<file path="src/rtl/spram_arbiter.sv">
// Single-port SPRAM access scheduler: scan-out reads have priority, edge-detector
// writes are queued in a small FIFO and forced through after a bounded read streak.
module spram_arbiter #(
    parameter int unsigned ADDR_W        = 19,
    parameter int unsigned DATA_W        = 2,
    parameter int unsigned FIFO_DEPTH    = 4,
    parameter int unsigned MAX_RD_STREAK = 8
) (
    input  logic                        mainClk,
    input  logic                        nreset,
    input  logic                        rdReq,
    input  logic [ADDR_W-1:0]           rdAddr,
    output logic                        rdGnt,
    output logic [DATA_W-1:0]           rdData,
    output logic                        rdDataValid,
    input  logic                        wrValid,
    input  logic [ADDR_W-1:0]           wrAddr,
    input  logic [DATA_W-1:0]           wrData,
    output logic                        wrReady,
    output logic [ADDR_W-1:0]           ramAddr,
    output logic [DATA_W-1:0]           ramWrData,
    output logic                        ramWe,
    input  logic [DATA_W-1:0]           ramRdData,
    output logic [$clog2(FIFO_DEPTH):0] fifoLevel
);
    localparam int unsigned PTR_W = $clog2(FIFO_DEPTH);
    localparam int unsigned LVL_W = PTR_W + 1;
    localparam int unsigned STK_W = $clog2(MAX_RD_STREAK + 1);
    localparam logic [LVL_W-1:0] LVL_FULL   = LVL_W'(FIFO_DEPTH);
    localparam logic [STK_W-1:0] STREAK_MAX = STK_W'(MAX_RD_STREAK);

    logic [ADDR_W-1:0] r_fifo_addr [FIFO_DEPTH];
    logic [DATA_W-1:0] r_fifo_data [FIFO_DEPTH];
    logic [PTR_W-1:0]  r_wptr;
    logic [PTR_W-1:0]  r_rptr;
    logic [LVL_W-1:0]  r_level;
    logic [STK_W-1:0]  r_streak;

    logic [ADDR_W-1:0] r_ram_addr;
    logic [DATA_W-1:0] r_ram_wdata;
    logic              r_ram_we;
    logic              r_rd_pend;
    logic              r_rd_valid;

    logic              w_fifo_ne;
    logic              w_push;
    logic              w_rd_gnt;
    logic              w_wr_gnt;
    logic [ADDR_W-1:0] w_head_addr;
    logic [DATA_W-1:0] w_head_data;

    // Grant decisions use the level before this cycle's push, so a fresh entry waits a cycle.
    assign w_fifo_ne   = (r_level != '0);
    assign wrReady     = nreset && (r_level < LVL_FULL);
    assign w_push      = wrValid && wrReady;
    assign w_rd_gnt    = nreset && rdReq && !(w_fifo_ne && (r_streak == STREAK_MAX));
    assign w_wr_gnt    = nreset && w_fifo_ne && !w_rd_gnt;
    assign w_head_addr = r_fifo_addr[r_rptr];
    assign w_head_data = r_fifo_data[r_rptr];

    assign rdGnt       = w_rd_gnt;
    assign rdData      = ramRdData;
    assign rdDataValid = r_rd_valid;
    assign ramAddr     = r_ram_addr;
    assign ramWrData   = r_ram_wdata;
    assign ramWe       = r_ram_we;
    assign fifoLevel   = r_level;

    always_ff @(posedge mainClk) begin
        if (w_push) begin
            r_fifo_addr[r_wptr] <= wrAddr;
            r_fifo_data[r_wptr] <= wrData;
        end
    end

    always_ff @(posedge mainClk or negedge nreset) begin
        if (!nreset) begin
            r_wptr   <= '0;
            r_rptr   <= '0;
            r_level  <= '0;
            r_streak <= '0;
        end else begin
            if (w_push)
                r_wptr <= r_wptr + PTR_W'(1);
            if (w_wr_gnt)
                r_rptr <= r_rptr + PTR_W'(1);
            case ({w_push, w_wr_gnt})
                2'b10:   r_level <= r_level + LVL_W'(1);
                2'b01:   r_level <= r_level - LVL_W'(1);
                default: ;
            endcase
            // Streak only counts reads that overtook a waiting write.
            if (w_wr_gnt || !w_fifo_ne)
                r_streak <= '0;
            else if (w_rd_gnt && (r_streak != STREAK_MAX))
                r_streak <= r_streak + STK_W'(1);
        end
    end

    always_ff @(posedge mainClk or negedge nreset) begin
        if (!nreset) begin
            r_ram_addr  <= '0;
            r_ram_wdata <= '0;
            r_ram_we    <= 1'b0;
            r_rd_pend   <= 1'b0;
            r_rd_valid  <= 1'b0;
        end else begin
            r_rd_pend  <= w_rd_gnt;
            r_rd_valid <= r_rd_pend;
            r_ram_we   <= w_wr_gnt;
            if (w_rd_gnt) begin
                r_ram_addr <= rdAddr;
            end else if (w_wr_gnt) begin
                r_ram_addr  <= w_head_addr;
                r_ram_wdata <= w_head_data;
            end
        end
    end
endmodule

</file>
<file path="config.mk">
export PLATFORM = sky130hd
export DESIGN_NAME = spram_arbiter
export DESIGN_NICKNAME = d
export VERILOG_FILES = /design/src/rtl/spram_arbiter.sv
export SDC_FILE = /design/constraint.sdc
export NUM_CORES = 1
export LEC_CHECK = 0
export CAP_MARGIN = 20
export CORE_ASPECT_RATIO = 1.75
export CORE_UTILIZATION = 33
export CTS_CLUSTER_DIAMETER = 200
export CTS_CLUSTER_SIZE = 25
export DETAILED_ROUTE_END_ITERATION = 16
export PLACE_DENSITY = 0.58
export SLEW_MARGIN = 10
export SYNTH_ARGS = -nofsm -noshare
export SYNTH_HDL_FRONTEND = slang
export SYNTH_SLANG_ARGS = --single-unit
</file>
<file path="constraint.sdc">
create_clock -name mainClk -period 2.8 [get_ports mainClk]
set_input_delay 0.28 -clock mainClk [delete_from_list [all_inputs] [get_ports mainClk]]
set_output_delay 0.28 -clock mainClk [all_outputs]
set_load 0.005 [all_outputs]
</file>
==> results by group <==
Status
  – Status: completed

Route
  – Vias per Instance: around 4.7
  – Drt initial violations: 100
  – Final ANT Viol Nets: 0
  – Routed via count: 2,654
  – 1st-pass router iterations: 4
  – Final routed wire length divided by cell count: 17.4 um
  – DRC viols: 0
  – DRT Wirelength: 9810 um

Yosys
  – Top FF cell, synth: edfxtp_1
  – Post-synth ARST share: 0.294
  – Synth Warn #: 0
  – Register area share after synthesis: 0.709
  – Largest area contributor in the netlist: edfxtp_1
  – Count leader, synth: edfxtp_1
  – Mapped Area: between 0.004 and 0.005 mm2
  – Cells after synthesis: 288
  – Synth top cells by count: 84 x edfxtp_1, 42 x nand2_1, 35 x dfrtp_1
  – Post-synth EDFFs: 84
  – Syn nets: 342
  – Yosys reg bits: around 120
  – Synth Area per Inst: 16.6 um2
  – Top cells by area, synth: edfxtp_1 53%, dfrtp_1 18%, mux4_2 9.9%, nand2_1 3.3%, a31oi_1 2.5%
  – Area fraction of the dominant cell type after synthesis: 0.526
  – Unique masters post-synth: 34

Worst hold path
  – Hold Path Class: register to register

STA
  – Worst slew pin tran: ~0.53 ns
  – RSZ-0062 raised after global routing: no
  – Period minus WS final: 2.59 ns
  – Tcrit/Tclk final: 0.923
  – Fmax: ~0.39 GHz
  – Setup_tns: 0 ns
  – Setup ws final: about 0.21 ns
  – Final Hold Fails: 0
  – Hold_ws: 0.356 ns
  – Number of setup violations in the final report: 0
  – Final Max Tran Viols: 0
  – Max-Slew Margin vs Limit: 0.649
  – Clock Skew: between 0.005 and 0.006 ns

Floorplanning
  – Die width: around 93 um
  – Num ports: 76
  – CORE AREA: 0.0140 mm2
  – Area of the die: between 0.015 and 0.02 mm2
  – Initial Utilization: 0.341
  – Row cnt: 57
  – Die height: ~160 um

GRT
  – Number of global-route vias before repair: ~2.8k
  – Global-route wire length before repair: approximately 15,000 um
  – Total grt overflow: 0
  – Initial antenna violation count: 0
  – Largest net degree at the start of global routing: 39
  – GRT Overall Usage: 0.142

Clock network
  – Clk pin slew, worst setup/hold paths: 0.05 ns
  – Root Driver: clkbuf_16
  – Deepest clock path buffer count: 2
  – Clock sink count: between 100 and 150
  – Total CTS buffers: 17
  – Clk_lat worst skew: 0.41 ns
  – CTS tree: yes
  – H-tree lvl count: 4
  – Post-CTS Repair Setup Buffers: 0

Power and ir drop
  – PwrDens: 977 mW/mm2
  – Cell leakage power: approximately 2.3 nW
  – Logic pwr share: 0.245
  – Clk network pwr share: 0.370
  – Sw Pwr: between 1.5 and 2 mW
  – Reg power frac: 0.385
  – Sw frac: 0.265
  – Int Pwr: about 4.5 mW
  – Total Power: ~6.2 mW
  – VDD IR-drop max: approximately 0.36 mV

Worst setup path
  – Buf/Inv on CP: 5
  – Critical path endpoint category: output pin
  – Critical Path Start Type: primary input
  – WP data arrival: 2.31 ns
  – Crit path kind: primary input to output pin
  – CP required: 2.52 ns
  – CP top delay family: buffers and inverters
  – Slowest cell on the critical path: dlygate4sd3_1
  – Max FO, Critical Path: 38
  – Crit-path max cell delay: between 0.5 and 0.6 ns
  – Worst path cell trace: dlygate4sd3_1 -> buf_2 -> buf_4 -> and2_1 -> o21ai_2 -> inv_2 -> clkdlybuf4s50_1

Placement
  – HPWL Detailed: 6310 um
  – IO Port Bufs: 71
  – Final GP Congestion: between 0.7 and 0.8
  – Placed Cells: ~530
  – Pre-CTS setup slack: around 0.33 ns

Final layout
  – Antenna diode count: 0
  – Syn-to-layout area delta: 31.6%
  – Non-Filler Instances: between 500 and 600
  – Nets: approximately 430
  – Share of layout cells above drive strength 1: 0.189
  – # fillers: around 1.2k

Flow run
  – Max-cap violations: 0
==> state kept, by name, summed over array words and instances, names as in the netlist <==
register and flops:
r_fifo_addr 76, r_rd_pend 1, ramWe 1, fifoLevel 3
rdDataValid 1, ramAddr 19, r_fifo_data 8, r_rptr 2
r_streak 4, r_wptr 2, ramWrData 2
==> through the flow <==
stage                     area [um2]  utilization
after floorplan                 4790            -
after global placement          5670        0.404
after detailed placement        5670        0.404
after CTS                       6310        0.449
after global routing            6310        0.449
final                           6310        0.449
==> layout make-up <==
cell class                 count  area [um2]  area share
sequential                   119        3400       0.538
multi-input combinational    143        1220       0.193
timing repair buffer          82         803       0.127
clock buffer                  17         425      0.0674
tap                          177         221      0.0351
clock inverter                15         204      0.0323
inverter                      11        41.3     0.00654
==> power by group through the flow <==
stage | Clock, mW | Combinational [mW] | Sequential, mW
floorplan | 0 | 0.923 | 2.39
global placement | 0 | 1.54 | 2.40
detailed placement | 0 | 1.54 | 2.41
finish | 2.28 | 1.51 | 2.37
CTS | 2.33 | 1.55 | 2.38
global route | 2.40 | 1.66 | 2.41
==> per-layer routing <==
layer  wire length, um  vias up  part of all wire  global-route usage
li1                  -     1242                 -                   -
met1              3630     1316              0.37               0.148
met2              5550       83              0.57               0.258
met3               448       13             0.046              0.0372
met4               188        0             0.019              0.0685
met5                 0        -                 0                   0
==> kinds of logic after synthesis <==
| kind of cell | synth area share |
|---|---|
| DFF | 0.709 |
| and+or+nand+nor | 0.0702 |
| AOI/OAI and AO/OA | 0.0410 |
| buffers and inverters | 0.0389 |
| muxes | 0.108 |
| adders and majority gates | 0.0224 |
| xor gates and xnor gates | 0.0110 |
==> worst paths after layout <==
path / start / endpoint / slack, ns / depth (start not counted)
max: nreset / rdGnt / 0.21 / 7
min in group asynchronous: nreset / r_wptr[0] / 0.47 / 3
min: r_rd_pend / rdDataValid / 0.36 / 0
min reg2reg: r_rd_pend / rdDataValid / 0.36 / 0
max in group asynchronous: nreset / ramAddr[16] / 1.97 / 3
max reg2reg: r_streak[0] / fifoLevel[2] / 0.34 / 10
==> cell usage in the layout, fill, tap and decap left out, drive strengths merged, types with 4 or more instances in the layout <==
cell           count
a31oi             19
nand2             42
mux4              21
buf               11
clkinv             7
inv               12
and3               4
dfrtp             35
ha                 7
clkbuf            17
edfxtp            84
clkdlybuf4s50     70
nor2              23
bufinv             4
==> what timing repair did <==
item,4_1_cts,5_1_grt
hold buffers,1,0
hold endpoints to repair,35,0
resized for setup,0,0
(Power assumes the default switching activity.)
